<file path="src/rtl/opcode_tag_allocator_pkg.sv">
`default_nettype none
// ============================================================================
// Module  : opcode_tag_allocator_pkg
// Brief   : Shared opcode types, tag type and per-type tag base constants
//           for the opcode tag allocator and its users.
// Revision: 1.0 - initial release
// ============================================================================
package opcode_tag_allocator_pkg;

  localparam int OPCODE_NUM_TYPES     = 5;
  localparam int OPCODE_TAG_IDX_W     = 6;
  localparam int OPCODE_TAGS_PER_TYPE = 1 << OPCODE_TAG_IDX_W;
  localparam int OPCODE_TAG_W         = 9;

  typedef enum logic [2:0] {
    OPCODE_READ  = 3'd0,
    OPCODE_WRITE = 3'd1,
    OPCODE_WAIT  = 3'd2,
    OPCODE_EVICT = 3'd3,
    OPCODE_TRIM  = 3'd4
  } opcodeEnumT;

  typedef logic [OPCODE_TAG_W-1:0] opcodeTagT;

  // Base tag of each pool: type * TAGS_PER_TYPE.
  localparam opcodeTagT OPCODEABASE_READ  = 9'h000;
  localparam opcodeTagT OPCODEABASE_WRITE = 9'h040;
  localparam opcodeTagT OPCODEABASE_WAIT  = 9'h080;
  localparam opcodeTagT OPCODEABASE_EVICT = 9'h0C0;
  localparam opcodeTagT OPCODEABASE_TRIM  = 9'h100;

  // Base tag for an opcode type, matching the constants above.
  function automatic opcodeTagT opcode_tag_base(input opcodeEnumT op);
    return opcodeTagT'(op) << OPCODE_TAG_IDX_W;
  endfunction

endpackage : opcode_tag_allocator_pkg
`default_nettype wire

</file>
<file path="src/rtl/opcode_tag_allocator_if.sv">
`default_nettype none
// ============================================================================
// Module  : opcode_tag_allocator_if
// Brief   : Request / response / release bus between the command front-end
//           (master) and the opcode tag allocator (slave).
// Revision: 1.0 - initial release
// ============================================================================
interface opcode_tag_allocator_if
  import opcode_tag_allocator_pkg::*;
#(
  parameter int TYPE_W = $clog2(OPCODE_NUM_TYPES),
  parameter int TAG_W  = OPCODE_TAG_W
);

  logic              alloc_valid;
  logic [TYPE_W-1:0] alloc_type;
  logic              alloc_ready;
  logic              rsp_valid;
  logic [TAG_W-1:0]  rsp_tag;
  logic              rsp_ready;
  logic              rel_valid;
  logic [TAG_W-1:0]  rel_tag;

  modport master (
    output alloc_valid, alloc_type, rsp_ready, rel_valid, rel_tag,
    input  alloc_ready, rsp_valid, rsp_tag
  );

  modport slave (
    input  alloc_valid, alloc_type, rsp_ready, rel_valid, rel_tag,
    output alloc_ready, rsp_valid, rsp_tag
  );

endinterface : opcode_tag_allocator_if
`default_nettype wire

</file>
<file path="src/rtl/opcode_tag_pool.sv">
`default_nettype none
// ============================================================================
// Module  : opcode_tag_pool
// Brief   : One opcode type's tag pool: allocation bitmap, lowest-free
//           priority encoder, occupancy count and full flag.
// Revision: 1.0 - initial release
// ============================================================================
module opcode_tag_pool
  import opcode_tag_allocator_pkg::*;
#(
  parameter int TAGS_PER_TYPE = OPCODE_TAGS_PER_TYPE,
  parameter int IDX_W         = $clog2(TAGS_PER_TYPE),
  parameter int CNT_W         = $clog2(TAGS_PER_TYPE + 1)
) (
  input  logic             clk,
  input  logic             rst_n,
  input  logic             flush,
  input  logic             alloc_en,    // caller guarantees pool not full
  output logic [IDX_W-1:0] alloc_idx,   // lowest free index, pre-release view
  input  logic             rel_en,
  input  logic [IDX_W-1:0] rel_idx,
  output logic             dbl_free,    // rel_en on an index that is free
  output logic [CNT_W-1:0] in_use_cnt,
  output logic             pool_full
);

  logic [TAGS_PER_TYPE-1:0] r_bitmap;
  logic [CNT_W-1:0]         r_cnt;
  logic                     r_full;

  logic                     w_rel_hit;
  logic [TAGS_PER_TYPE-1:0] w_set_mask;
  logic [TAGS_PER_TYPE-1:0] w_clr_mask;
  logic [CNT_W-1:0]         w_cnt_next;

  // Priority encoder: scanning downward leaves the lowest free index last.
  always_comb begin
    alloc_idx = '0;
    for (int i = TAGS_PER_TYPE - 1; i >= 0; i--) begin
      if (!r_bitmap[i]) begin
        alloc_idx = IDX_W'(i);
      end
    end
  end

  assign w_rel_hit  = rel_en &  r_bitmap[rel_idx];
  assign dbl_free   = rel_en & ~r_bitmap[rel_idx];
  assign w_set_mask = alloc_en  ? (TAGS_PER_TYPE'(1) << alloc_idx) : '0;
  assign w_clr_mask = w_rel_hit ? (TAGS_PER_TYPE'(1) << rel_idx)   : '0;
  assign w_cnt_next = r_cnt + CNT_W'(alloc_en) - CNT_W'(w_rel_hit);

  // Bitmap, count and full flag advance together; flush empties the pool.
  always_ff @(posedge clk) begin
    if (!rst_n) begin
      r_bitmap <= '0;
      r_cnt    <= '0;
      r_full   <= 1'b0;
    end else if (flush) begin
      r_bitmap <= '0;
      r_cnt    <= '0;
      r_full   <= 1'b0;
    end else begin
      r_bitmap <= (r_bitmap | w_set_mask) & ~w_clr_mask;
      r_cnt    <= w_cnt_next;
      r_full   <= (w_cnt_next == CNT_W'(TAGS_PER_TYPE));
    end
  end

  assign in_use_cnt = r_cnt;
  assign pool_full  = r_full;

endmodule : opcode_tag_pool
`default_nettype wire

</file>
<file path="src/rtl/opcode_tag_allocator.sv">
`default_nettype none
// ============================================================================
// Module  : opcode_tag_allocator
// Brief   : Hands out unique tags (type*TAGS_PER_TYPE + index) from per-type
//           pools, reclaims them on release, tracks occupancy, supports
//           flush and flags illegal types and double frees.
// Revision: 1.0 - initial release
// ============================================================================
module opcode_tag_allocator
  import opcode_tag_allocator_pkg::*;
#(
  parameter int  NUM_TYPES     = OPCODE_NUM_TYPES,
  parameter int  TAGS_PER_TYPE = OPCODE_TAGS_PER_TYPE,
  parameter int  TAG_W         = OPCODE_TAG_W,
  localparam int IDX_W         = $clog2(TAGS_PER_TYPE),
  localparam int TYPE_W        = (NUM_TYPES > 1) ? $clog2(NUM_TYPES) : 1,
  localparam int CNT_W         = $clog2(TAGS_PER_TYPE + 1)
) (
  input  logic                       clk,
  input  logic                       rst_n,
  opcode_tag_allocator_if.slave      bus,
  input  logic                       flush,
  output logic [NUM_TYPES*CNT_W-1:0] in_use_cnt,
  output logic [NUM_TYPES-1:0]       pool_full,
  output logic                       err_illegal,
  output logic                       err_double_free
);

  if (TAG_W < $clog2(NUM_TYPES * TAGS_PER_TYPE)) begin : g_chk_tag_w
    $error("opcode_tag_allocator: TAG_W too narrow for NUM_TYPES*TAGS_PER_TYPE");
  end
  if ((TAGS_PER_TYPE < 2) || ((TAGS_PER_TYPE & (TAGS_PER_TYPE - 1)) != 0)) begin : g_chk_depth
    $error("opcode_tag_allocator: TAGS_PER_TYPE must be a power of two >= 2");
  end

  logic                    w_alloc_legal;
  logic                    w_alloc_ready;
  logic                    w_sel_full;
  logic [IDX_W-1:0]        w_sel_idx;
  logic                    w_xfer;
  logic                    w_alloc_bad;
  logic [TYPE_W-1:0]       w_rel_type;
  logic [IDX_W-1:0]        w_rel_idx;
  logic                    w_rel_legal;
  logic                    w_rel_bad;
  logic [NUM_TYPES-1:0]    w_alloc_en;
  logic [NUM_TYPES-1:0]    w_rel_en;
  logic [NUM_TYPES-1:0]    w_dbl_free;
  logic [IDX_W-1:0]        w_alloc_idx [NUM_TYPES];

  logic                    r_rsp_valid;
  logic [TAG_W-1:0]        r_rsp_tag;
  logic                    r_err_illegal;
  logic                    r_err_double_free;

  assign w_alloc_legal = (int'(bus.alloc_type) < NUM_TYPES);

  // Route the requested pool's full flag and lowest-free index.
  always_comb begin
    w_sel_full = 1'b0;
    w_sel_idx  = '0;
    for (int t = 0; t < NUM_TYPES; t++) begin
      if (bus.alloc_type == TYPE_W'(t)) begin
        w_sel_full = pool_full[t];
        w_sel_idx  = w_alloc_idx[t];
      end
    end
  end

  // Ready depends only on state and type: illegal types are swallowed,
  // legal ones need room in the pool and in the response register.
  always_comb begin
    w_alloc_ready = 1'b0;
    if (flush) begin
      w_alloc_ready = 1'b0;
    end else if (!w_alloc_legal) begin
      w_alloc_ready = 1'b1;
    end else begin
      w_alloc_ready = !w_sel_full && (!r_rsp_valid || bus.rsp_ready);
    end
  end

  assign bus.alloc_ready = w_alloc_ready;
  assign w_xfer          = bus.alloc_valid & w_alloc_ready &  w_alloc_legal;
  assign w_alloc_bad     = bus.alloc_valid & w_alloc_ready & ~w_alloc_legal;

  // Release tag split: type field above the index bits, upper bits ignored.
  assign w_rel_type  = TYPE_W'(bus.rel_tag >> IDX_W);
  assign w_rel_idx   = bus.rel_tag[IDX_W-1:0];
  assign w_rel_legal = (int'(w_rel_type) < NUM_TYPES);
  assign w_rel_bad   = bus.rel_valid & ~flush & ~w_rel_legal;

  for (genvar t = 0; t < NUM_TYPES; t++) begin : g_pool
    assign w_alloc_en[t] = w_xfer & (bus.alloc_type == TYPE_W'(t));
    assign w_rel_en[t]   = bus.rel_valid & ~flush & (w_rel_type == TYPE_W'(t));

    opcode_tag_pool #(
      .TAGS_PER_TYPE (TAGS_PER_TYPE),
      .IDX_W         (IDX_W),
      .CNT_W         (CNT_W)
    ) u_pool (
      .clk        (clk),
      .rst_n      (rst_n),
      .flush      (flush),
      .alloc_en   (w_alloc_en[t]),
      .alloc_idx  (w_alloc_idx[t]),
      .rel_en     (w_rel_en[t]),
      .rel_idx    (w_rel_idx),
      .dbl_free   (w_dbl_free[t]),
      .in_use_cnt (in_use_cnt[t*CNT_W +: CNT_W]),
      .pool_full  (pool_full[t])
    );
  end

  // One-entry response register: load on transfer, hold under
  // backpressure, drop when consumed or flushed.
  always_ff @(posedge clk) begin
    if (!rst_n) begin
      r_rsp_valid <= 1'b0;
      r_rsp_tag   <= '0;
    end else if (flush) begin
      r_rsp_valid <= 1'b0;
    end else if (w_xfer) begin
      r_rsp_valid <= 1'b1;
      r_rsp_tag   <= TAG_W'({bus.alloc_type, w_sel_idx});
    end else if (bus.rsp_ready) begin
      r_rsp_valid <= 1'b0;
    end
  end

  assign bus.rsp_valid = r_rsp_valid;
  assign bus.rsp_tag   = r_rsp_tag;

  // Sticky error flags; only reset clears them.
  always_ff @(posedge clk) begin
    if (!rst_n) begin
      r_err_illegal     <= 1'b0;
      r_err_double_free <= 1'b0;
    end else begin
      if (w_alloc_bad || w_rel_bad) begin
        r_err_illegal <= 1'b1;
      end
      if (|w_dbl_free) begin
        r_err_double_free <= 1'b1;
      end
    end
  end

  assign err_illegal     = r_err_illegal;
  assign err_double_free = r_err_double_free;

endmodule : opcode_tag_allocator
`default_nettype wire

</file>
<file path="src/flat_wrapper.sv">
// flat-port wrapper written by rule: the top's interface ports become plain ports
module opcode_tag_allocator_flat import opcode_tag_allocator_pkg::*;
#(
  parameter int  NUM_TYPES     = OPCODE_NUM_TYPES,
  parameter int  TAGS_PER_TYPE = OPCODE_TAGS_PER_TYPE,
  parameter int  TAG_W         = OPCODE_TAG_W,
  localparam int IDX_W         = $clog2(TAGS_PER_TYPE),
  localparam int TYPE_W        = (NUM_TYPES > 1) ? $clog2(NUM_TYPES) : 1,
  localparam int CNT_W         = $clog2(TAGS_PER_TYPE + 1)
)
  (clk, rst_n, flush, in_use_cnt, pool_full, err_illegal, err_double_free, bus_alloc_valid, bus_alloc_type, bus_rsp_ready, bus_rel_valid, bus_rel_tag, bus_alloc_ready, bus_rsp_valid, bus_rsp_tag);
  opcode_tag_allocator_if #(.TYPE_W(3), .TAG_W(TAG_W)) bus_i ();
  input  logic clk;
  input  logic rst_n;
  input  logic flush;
  output logic [NUM_TYPES*CNT_W-1:0] in_use_cnt;
  output logic [NUM_TYPES-1:0] pool_full;
  output logic err_illegal;
  output logic err_double_free;
  input wire logic [$bits(bus_i.alloc_valid)-1:0] bus_alloc_valid;
  input wire logic [$bits(bus_i.alloc_type)-1:0] bus_alloc_type;
  input wire logic [$bits(bus_i.rsp_ready)-1:0] bus_rsp_ready;
  input wire logic [$bits(bus_i.rel_valid)-1:0] bus_rel_valid;
  input wire logic [$bits(bus_i.rel_tag)-1:0] bus_rel_tag;
  output wire logic [$bits(bus_i.alloc_ready)-1:0] bus_alloc_ready;
  output wire logic [$bits(bus_i.rsp_valid)-1:0] bus_rsp_valid;
  output wire logic [$bits(bus_i.rsp_tag)-1:0] bus_rsp_tag;
  assign bus_i.alloc_valid = bus_alloc_valid;
  assign bus_i.alloc_type = bus_alloc_type;
  assign bus_i.rsp_ready = bus_rsp_ready;
  assign bus_i.rel_valid = bus_rel_valid;
  assign bus_i.rel_tag = bus_rel_tag;
  assign bus_alloc_ready = bus_i.alloc_ready;
  assign bus_rsp_valid = bus_i.rsp_valid;
  assign bus_rsp_tag = bus_i.rsp_tag;
  opcode_tag_allocator #(.NUM_TYPES(NUM_TYPES), .TAGS_PER_TYPE(TAGS_PER_TYPE), .TAG_W(TAG_W)) u_core (.clk(clk), .rst_n(rst_n), .bus(bus_i), .flush(flush), .in_use_cnt(in_use_cnt), .pool_full(pool_full), .err_illegal(err_illegal), .err_double_free(err_double_free));
endmodule
</file>
<file path="config.mk">
export PLATFORM = sky130hd
export DESIGN_NAME = opcode_tag_allocator_flat
export DESIGN_NICKNAME = d
export VERILOG_FILES = /design/src/rtl/opcode_tag_allocator_pkg.sv /design/src/rtl/opcode_tag_allocator_if.sv /design/src/rtl/opcode_tag_pool.sv /design/src/rtl/opcode_tag_allocator.sv /design/src/flat_wrapper.sv
export SDC_FILE = /design/constraint.sdc
export NUM_CORES = 1
export LEC_CHECK = 0
export CELL_PAD_IN_SITES_DETAIL_PLACEMENT = 1
export CELL_PAD_IN_SITES_GLOBAL_PLACEMENT = 2
export CORE_MARGIN = 2
export CORE_UTILIZATION = 24
export CTS_CLUSTER_SIZE = 28
export DETAILED_ROUTE_END_ITERATION = 10
export HOLD_SLACK_MARGIN = 0.02
export PLACE_DENSITY = 0.58
export SYNTH_ARGS = -nofsm -noshare
export SYNTH_HDL_FRONTEND = slang
export SYNTH_HIERARCHICAL = 1
export SYNTH_SLANG_ARGS = --single-unit
</file>
<file path="constraint.sdc">
create_clock -name clk -period 6.62 [get_ports clk]
set_input_delay 1.324 -clock clk [delete_from_list [all_inputs] [get_ports clk]]
set_output_delay 1.324 -clock clk [all_outputs]
set_load 0.03 [all_outputs]
</file>
# --- Yosys cells after proc, flatten, opt, wreduce, memory -nomap -nowiden ---
# Cells that the tools add are included.
word_totals:
  output_inout_bits: 53
  rom_bits: 0
  ramBits: 0
  ff_bits: 372
  wordCells: 465
  latch_bits: 0
  input_bits: 18
  n_memories: 0
classes:
  n_div: 0
  bitwise: 49
  order_cmp: 3
  n_reduce_logical: 11
  n_shift: 6
  addsub: 10
  mux: 354
  n_eq_ne: 13
  multipliers: 0
ops:
  columns: ["op", "count"]
  rows:
  - ["$mux W6", 325]
  - ["$mux W64", 10]
  - ["$shl A1 B6 Y64 const A", 6]
  - ["$and A64 B64 Y64", 5]
  - ["$not A64 Y64", 5]
  - ["$or A64 B64 Y64", 5]
  - ["$add A7 B1 Y7", 5]
  - ["$eq A7 B7 Y1 const B", 5]
  - ["$sub A7 B1 Y7", 5]
  - ["$bmux W1 S6", 5]
  - ["$and A1 B1 Y1", 25]
  - ["$mux W1", 14]
  - ["$eq A3 B2 Y1 const B", 4]
  - ["$not A1 Y1", 9]
  - ["$lt A6 B7 Y1 const B", 1]
  - ["$eq A3 B1 Y1 const B", 2]
  - ["$eq A3 B3 Y1 const B", 2]
  - ["$logic_not A3 Y1", 2]
  - ["$lt A3 B3 Y1 const B", 2]
  - ["$reduce_or A5 Y1", 1]
  - ["$logic_not A1 Y1", 2]
  - ["$logic_or A1 B1 Y1", 2]
  - ["$reduce_and A2 Y1", 1]
  - ["$reduce_bool A2 Y1", 1]
  - ["2 further kinds", 2]

# --- Logic depth before layout (Yosys ltp) ---
# Gate-level depths: netlist (run 1).
logic_depth:
  word_depth: 69
  mapped_depth: 21
  ltp_nobuf: 18

# --- Modules after synthesis ---
# Netlist (run 1), hierarchy kept.
by_module_without_submodules:
  columns: ["mod", "area_per_inst_um2", "cells_per_inst", "seq_area_each_um2", "instances"]
  rows:
  - ["opcode_tag_pool (u_core.g_pool[1].u_pool ...)", 4630.7, 538, 1441.4, 3]
  - ["opcode_tag_pool (u_core.g_pool[0].u_pool)", 4793.3, 535, 1441.4, 1]
  - ["opcode_tag_pool (u_core.g_pool[4].u_pool)", 4635.7, 538, 1441.4, 1]
  - ["opcode_tag_allocator", 873.3, 97, 240.2, 1]

# --- Worst setup path before layout (run 1) ---
# No wires, ideal clock.
synth_timing:
  path_kind: "input to register"
  start: "input bus_rel_tag[0]"
  end: "register u_core.g_pool[1].u_pool.r_full"
  t_arrival_ns: 4.474
  stages: 19
  required_time_ns: 6.483
  setup_slack_ns: 2.010
  path_cell_list: "buf_2 > mux4_2 > a22oi_1 > and4_1 > clkbuf_1 > nand2_1 > o21ai_0 > nor2_1 > ha_1 > inv_1 > ha_1 > fa_1 > a21oi_1 > nor2_1 > nor2_1 > o21bai_1 > a21oi_1 > xnor2_1 > nor3_1"
synth_via:
  elab_chain_cells: 5
synth_rtl:
  columns: ["element", "line", "text"]
  rows:
  - ["start: declaration", "flat_wrapper.sv:24", "input wire logic [$bits(bus_i.rel_tag)-1:0] bus_rel_tag;"]
  - ["$bmux W1 S6", "opcode_tag_pool.sv:46", "assign w_rel_hit = rel_en & r_bitmap[rel_idx];"]
  - ["$mux W1 (not written as such)", "opcode_tag_pool.sv:46", null]
  - ["$and A1 B1 Y1", "opcode_tag_pool.sv:46", null]
  - ["$sub A7 B1 Y7", "opcode_tag_pool.sv:50", "assign w_cnt_next = r_cnt + CNT_W'(alloc_en) - CNT_W'(w_rel_hit);"]
  - ["$eq A7 B7 Y1", "opcode_tag_pool.sv:65", "r_full <= (w_cnt_next == CNT_W'(TAGS_PER_TYPE));"]
  - ["end signal: assignment", "opcode_tag_pool.sv:65", null]
  - ["end: declaration", "opcode_tag_pool.sv:29", "logic r_full;"]
# No other way between the ends. The select of a mux whose other input is x is not followed.
# A chain may end at the register's enable or synchronous reset.

# --- Final worst setup path (run 1) ---
layout_timing:
  start: "input bus_alloc_type[2]"
  end: "output bus_alloc_ready"
layout_via:
  elab_chain_cells: 10
  elab_cells_between_ends: 15
  classes_between: "1 x order compare; 4 x eq/ne; 7 x mux; 3 x reduce/logical"
layout_rtl:
  columns: ["element", "line", "text"]
  rows:
  - ["start: declaration", "flat_wrapper.sv:21", "input wire logic [$bits(bus_i.alloc_type)-1:0] bus_alloc_type;"]
  - ["$logic_not A3 Y1", "opcode_tag_allocator.sv:63", "if (bus.alloc_type == TYPE_W'(t)) begin"]
  - ["$mux W1 (5 in series)", "opcode_tag_allocator.sv:63", null]
  - ["$logic_not A1 Y1", "opcode_tag_allocator.sv:79", "w_alloc_ready = !w_sel_full && (!r_rsp_valid || bus.rsp_ready);"]
  - ["$logic_and A1 B1 Y1", "opcode_tag_allocator.sv:79", null]
  - ["$mux W1 (*)", "opcode_tag_allocator.sv:76", "end else if (!w_alloc_legal) begin"]
  - ["$mux W1 (*)", "opcode_tag_allocator.sv:74", "if (flush) begin"]
  - ["end: declaration", "flat_wrapper.sv:25", "output wire logic [$bits(bus_i.alloc_ready)-1:0] bus_alloc_ready;"]
# Every way passes the cells marked *; elsewhere a longest branch is shown, timed or not.

==> results of run 1 <==
-- kinds of logic (layout without fill, tap and decap cells) --
| family | after synthesis | after routing |
|---|---|---|
| buffers and inverters | 313 | 372 |
| adders and majority gates | 40 | 40 |
| xor gates and xnor gates | 30 | 30 |
| muxes | 124 | 124 |
| AOI/OAI and AO/OA | 969 | 969 |
| other | 0 | 2 |
| DFF | 372 | 372 |
| and+or+nand+nor | 936 | 936 |
-- flip-flops by register name, indices dropped and copies added, names as in the netlist --
signal,cells
u_core/err_illegal,1
u_core/g_pool.u_pool/r_bitmap,320
u_core/g_pool.u_pool/pool_full,5
u_core/err_double_free,1
u_core/bus.rsp_valid,1
u_core/g_pool.u_pool/in_use_cnt,35
u_core/bus.rsp_tag,9
-- worst max-delay path: cells and delay by family --
family / cells / cell delay [ns]
AO/OA/AOI/OAI: 2 / 0.87
AND/OR/NAND/NOR: 2 / 0.40
buffers and inverters: 3 / 1.68
-- report_power, final --
group / switching, W / total (W) / internal [W]
sequential: 0.0000197 / 0.00227 / 0.00225
clock: 0.00113 / 0.00285 / 0.00172
combinational: 0.000268 / 0.000388 / 0.000120
-- area by class of cell --
| cell class | count | area [um2] |
|---|---|---|
| antenna | 2 | 5.005 |
| clock buffer | 68 | 1418 |
| clock inverter | 20 | 269.0 |
| fill | 11570 | 72000 |
| inverter | 151 | 594.3 |
| multi-input combinational | 2099 | 15440 |
| sequential | 372 | 7447 |
| tap | 1298 | 1624 |
| timing repair buffer | 133 | 1209 |
-- worst paths after layout --
check                                                           from                              endpoint  slack (ns)  cells past startpoint
worst max-delay path                               bus_alloc_type[2]                       bus_alloc_ready        1.00                      7
worst min-delay path            u_core/g_pool[3].u_pool/r_bitmap[44]  u_core/g_pool[3].u_pool/r_bitmap[44]        0.53                      2
worst max register to register                  u_core/bus.rsp_valid     u_core/g_pool[1].u_pool/pool_full        2.71                     16
worst min register to register  u_core/g_pool[3].u_pool/r_bitmap[44]  u_core/g_pool[3].u_pool/r_bitmap[44]        0.53                      2
-- metal layers --
layer | part of all wire | track usage
met2 | 0.45 | 0.3364
met1 | 0.46 | 0.2916
met5 | 0.00012 | 0
met3 | 0.055 | 0.03188
met4 | 0.031 | 0.06469
-- metrics by stage --
stage                       util  worst slack, ns  power [W]  hold WS [ns]
final                     0.2801            1.002   0.005509        0.5307
after global placement    0.2631           0.7649   0.002698        0.5164
after floorplan                -            2.010   0.002554        0.4824
after detailed placement  0.2631           0.7684   0.002705        0.5119
after CTS                 0.2800            1.096   0.005609        0.5233
after global routing      0.2800           0.8901   0.005713        0.5495
-- placed cells by master (no fill, tap or decap), types with 12 or more instances in the layout --
| cell | count |
|---|---|
| ha_1 | 35 |
| a21oi_1 | 79 |
| a221oi_2 | 16 |
| a211oi_1 | 316 |
| mux2i_1 | 76 |
| nor3_1 | 55 |
| a21o_1 | 14 |
| xnor2_1 | 15 |
| a31oi_1 | 288 |
| nor3_2 | 65 |
| nand3_1 | 123 |
| nand4_1 | 133 |
| a21boi_0 | 12 |
| nor2b_1 | 38 |
| and4_1 | 39 |
| o221ai_1 | 15 |
| o211ai_1 | 20 |
| nor4_1 | 33 |
| nor3_4 | 12 |
| dfxtp_1 | 372 |
| xor2_1 | 15 |
| clkbuf_16 | 49 |
| mux4_2 | 46 |
| clkbuf_8 | 13 |
| and3_1 | 38 |
| buf_4 | 59 |
| inv_1 | 137 |
| a221oi_1 | 34 |
| clkdlybuf4s50_1 | 64 |
| nand2b_1 | 30 |
| o21ai_0 | 33 |
| a22oi_1 | 42 |
| nor2_1 | 118 |
| or3_1 | 13 |
| o21bai_1 | 12 |
| nand2_1 | 161 |
==> metrics.yaml, run 1 <==
run_status:
  status: "finished clean"
detailed_routing:
  wirelength_um: 111400
  drc: 0
  vias: 25100
  vias_per_cell: 6.058
  firstDrtPassIters: 5
  routedWlPerCell_um: 26.89
  drt_iter0_markers: 2002
  drt.antenna.violating_nets: 0
floorplanning:
  initial_core_util: 0.2419
  dieArea_mm2: 0.1034
  num_rows: 116
  core_area_mm2: 0.1000
  ios: 71
  die_w_um: 321.5
  fp.dieH_um: 321.5
worst_setup_path:
  max_stage_delay_ns: 0.79
  cp-end-kind: "output pin"
  cp.required_ns: 5.30
  cpMaxStageDelayCell: "clkdlybuf4s50_1"
  path_cells: "clkdlybuf4s50_1 > nor3b_2 > a222oi_1 > buf_4 > nand2b_1 > a21oi_1 > clkdlybuf4s50_1"
  crit_top_cell: "clkdlybuf4s50_1"
  worst_setup_path_start_kind: "input port"
  critPathKind: "input port to output pin"
  crit_fanout: 9
  cp.arrival_ns: 4.29
power_and_ir_drop:
  pwr_density_cell_mw_per_mm2: 196.7
  vdd_drop_max_v: 0.0001508
  p_leak_nw: 8.048
yosys:
  syn_nets: 2842
  synth_edf_count: 0
  synth-xor-area-share: 0.01086
  syn-cell-area_mm2: 0.02419
  syn_avg_cell_area_um2: 8.691
  synth.distinct_cells: 89
  ys_ff_latch: 372
  yosys.area.top_type_share: 0.3078
  yosys.area_share.simple: 0.2320
  syn-instance-count: 2784
  yosys-top-cells-area: "dfxtp_1 31%, a211oi_1 9.8%, a31oi_1 7.4%, mux4_2 4.3%, nand4_1 3.4%"
  synth.top_cells.by_count: "372 x dfxtp_1, 316 x a211oi_1, 288 x a31oi_1, 161 x nand2_1, 137 x inv_1"
  yosysWarnings: 6
  synth_top_cell_by_area: "dfxtp_1"
  synth_compound_area_frac: 0.2905
  synth_ff_type: "dfxtp_1"
  synth_top_family_by_area: "compound AO/OA/AOI/OAI gates"
  yosysSeqAreaShare: 0.3078
  yosysMostFrequentCell: "dfxtp_1"
  muxShareOfSynthArea: 0.07535
  synthArstFlopShare: 0
  yosys.area_share.adder: 0.02224
clocking:
  cts.sink_count: 372
  post_cts_resize_count: 0
  cts-buffers-inserted: 49
  cts_tree: "built"
  cts_setup_buffers: 0
  insertion_delay_ns: 0.64
  cts_buffer_depth: 3
  cts_root_buf: "clkbuf_16"
  ctsHoldBuffers: 0
  clk_pin_slew_worst_paths_ns: 0.06
  htreeDepth: 2
sta:
  fin_skew_ns: 0.02595
  relSlewSlack: 0.1301
  max_freq_mhz: 178.0
  tns_ns: 0
  setup_violations: 0
  finalWorstPathRequiredPeriod_ns: 5.618
  worst_slew_pin_slew_ns: 1.300
  hold_viol_final: 0
  finalMaxSlewViolations: 0
  rsz0062_at_grt: "false"
  min_period_over_period: 0.8486
placed_design:
  port_buffers: 70
  place_congestion: 0.8932
  placed_cells: 4053
  hpwl_um: 79010
  placed_area_mm2: 0.02631
cells_and_area:
  final_area_mm2: 0.02801
  area_delta_synth_final_pct: 15.75
  fin_cells: 4143
  nets: 2864
  drive_gt1_frac: 0.1344
global_routing:
  grt_pass1_wl_um: 168500
  grt_max_degree: 76
  antenna_found_initial: 2
  grt_pass1_vias: 25410
  grt_remaining_overflow: 0
  grt_usage: 0.2109
hold_path:
  min_path_type: "flip-flop to flip-flop"
flow_run:
  maxCapViolations: 0
Power figures use the tool's default switching activity.
==> run 2, diff against run 1 <==
Settings changed: PLACE_DENSITY 0.58 to 0.6.
Clock period 6.62 ns to 4.95 ns, I/O delays scaled along.
==> metrics.yaml, run 2 (synthesis results as in run 1) <==
worst_setup_path:
  reg2reg_depth: 17
  crit_fanout: 3
  worst_setup_path_start_kind: "input port"
  startpoint: "bus_alloc_type[1]"
  reg2reg_from: "u_core/g_pool[3].u_pool/pool_full"
  cp.required_ns: 5.45
  cp.arrival_ns: 5.09
  critPathKind: "input port to flip-flop"
  worst_r2r_endpoint: "u_core/g_pool[2].u_pool/pool_full"
  r2r_setup_slack_ns: 0.89
  cp-end-kind: "flip-flop"
floorplanning:
  die_w_um: 321.5
  fp.dieH_um: 321.5
  dieArea_mm2: 0.1034
  initial_core_util: 0.2419
  num_rows: 116
  core_area_mm2: 0.1000
  ios: 71
clocking:
  cts_tree: "built"
  ctsHoldBuffers: 0
  cts-buffers-inserted: 50
  cts_root_buf: "clkbuf_16"
  cts.sink_count: 372
  cts_setup_buffers: 0
  htreeDepth: 2
  cts_buffer_depth: 3
  insertion_delay_ns: 0.65
  post_cts_resize_count: 0
  clk_pin_slew_worst_paths_ns: 0.06
sta:
  finalWorstPathRequiredPeriod_ns: 4.587
  min_period_over_period: 0.9267
  hold_slack_ns: 0.5327
  max_freq_mhz: 218.0
  setup_violations: 0
  finalMaxSlewViolations: 0
  fin_skew_ns: 0.04030
  worst_slew_pin_slew_ns: 1.229
  relSlewSlack: 0.1805
  rsz0062_at_grt: "false"
  hold_viol_final: 0
  worst_slack_ns: 0.3631
detailed_routing:
  dr_wl_met3_um: 6045
  drc: 0
  wirelength_um: 110000
  topRoutingLayerUsed: "met5"
  routedWlPerCell_um: 25.88
  wl_met1_um: 50650
  wl_met2_um: 49620
  vias: 25210
  firstDrtPassIters: 5
  vias_per_cell: 5.933
  drt.antenna.violating_nets: 0
  drt_iter0_markers: 1924
global_routing:
  grt_remaining_overflow: 0
  grt_pass1_wl_um: 166900
  antenna_found_initial: 7
  grt_max_degree: 54
  grt_usage: 0.2078
  grt_pass1_vias: 25880
cells_and_area:
  top_register: "u_core/g_pool.u_pool/r_bitmap"
  area_delta_synth_final_pct: 19.02
  final_area_mm2: 0.02880
  fin_util: 0.2880
  drive_gt1_frac: 0.1617
  nets: 2969
  fin_cells: 4249
  final_common_cell: "dfxtp_1"
  most-common-layout-cells: "372 x dfxtp_1, 316 x a211oi_1, 288 x a31oi_1, 161 x nand2_1, 160 x buf_4"
  largest_reg_flops: 320
  fillerInstances: 11550
hold_path:
  min_path_type: "flip-flop to flip-flop"
  hold_path_depth: 2
  hold_end: "u_core/g_pool[3].u_pool/r_bitmap[44]"
  min-delay-start: "u_core/g_pool[3].u_pool/r_bitmap[44]"
placed_design:
  port_buffers: 70
  placed_cells: 4157
  placed_area_mm2: 0.02703
  pre_cts_ws_ns: -0.2572
  hpwl_um: 80010
  place_congestion: 0.9155
power_and_ir_drop:
  p_leak_nw: 8.601
  pwr_density_cell_mw_per_mm2: 261.9
  vdd_drop_max_v: 0.0002139
run_status:
  status: "finished clean"
flow_run:
  maxCapViolations: 0
## run 2: cell types whose count changed in the layout (fill, tap and decap cells not counted), moves of 3 or more
cell,change
buf_4,+101
nor3_1,+14
nor3_2,-14
nor4_2,+5
buf_12,+4
nor4_4,-3
o21ai_2,+3
o21ai_4,-3
## run 2: per-stage QoR
stage                     TNS [ns]  total power [W]
after global routing             0         0.007816
after detailed placement    -1.801         0.003658
after CTS                        0         0.007674
after global placement      -1.139         0.003645
final                            0         0.007542
after floorplan                  0         0.003416
## run 2: critical path, stage by stage
cell and delay, ns:
clkdlybuf4s50_1 0.47, buf_4 0.16, mux2_4 0.32, a222oi_1 0.51
buf_4 0.21, and2_1 0.14, nor2b_1 0.22, inv_1 0.10
ha_1 0.37, inv_1 0.06, ha_1 0.22, fa_1 0.44
a21oi_1 0.14, nor2_1 0.05, nor2_1 0.16, o21bai_1 0.10
a21oi_1 0.18, xnor2_1 0.16, nor3_1 0.08
## run 2: final cells by class
cell class | count | area (um2) | area share
Antenna cell | 1 | 2.502 | 0.00008690
Multi-Input combinational cell | 2099 | 15320 | 0.5322
Inverter | 151 | 594.3 | 0.02064
Timing Repair Buffer | 237 | 2037 | 0.07074
Sequential cell | 372 | 7447 | 0.2586
Clock inverter | 20 | 306.5 | 0.01065
Tap cell | 1298 | 1624 | 0.05640
Clock buffer | 71 | 1460 | 0.05071
## run 2: worst max-delay path by stage
stage | endpoint | slack, ns
finish | u_core/g_pool[2].u_pool/pool_full | 0.36
global route | u_core/g_pool[0].u_pool/pool_full | 0.16
CTS | u_core/g_pool[0].u_pool/pool_full | 0.38
detailed placement | u_core/g_pool[2].u_pool/in_use_cnt[6] | -0.26
global placement | u_core/g_pool[0].u_pool/pool_full | -0.22
floorplan | u_core/g_pool[1].u_pool/pool_full | 0.67
## run 2: where the power goes
part | leakage, nW | switching, W | internal, W
Combinational | 4.74 | 0.000361 | 0.000199
Sequential | 3.00 | 0.0000252 | 0.00301
Clock | 0.866 | 0.00153 | 0.00241
Total | 8.60 | 0.00192 | 0.00562
## run 2: layer usage
| metal | global-route usage | vias up |
|---|---|---|
| li1 | - | 11390 |
| met1 | 0.2814 | 12850 |
| met2 | 0.3321 | 749 |
| met3 | 0.03496 | 217 |
| met4 | 0.07165 | 6 |
| met5 | 0 | - |
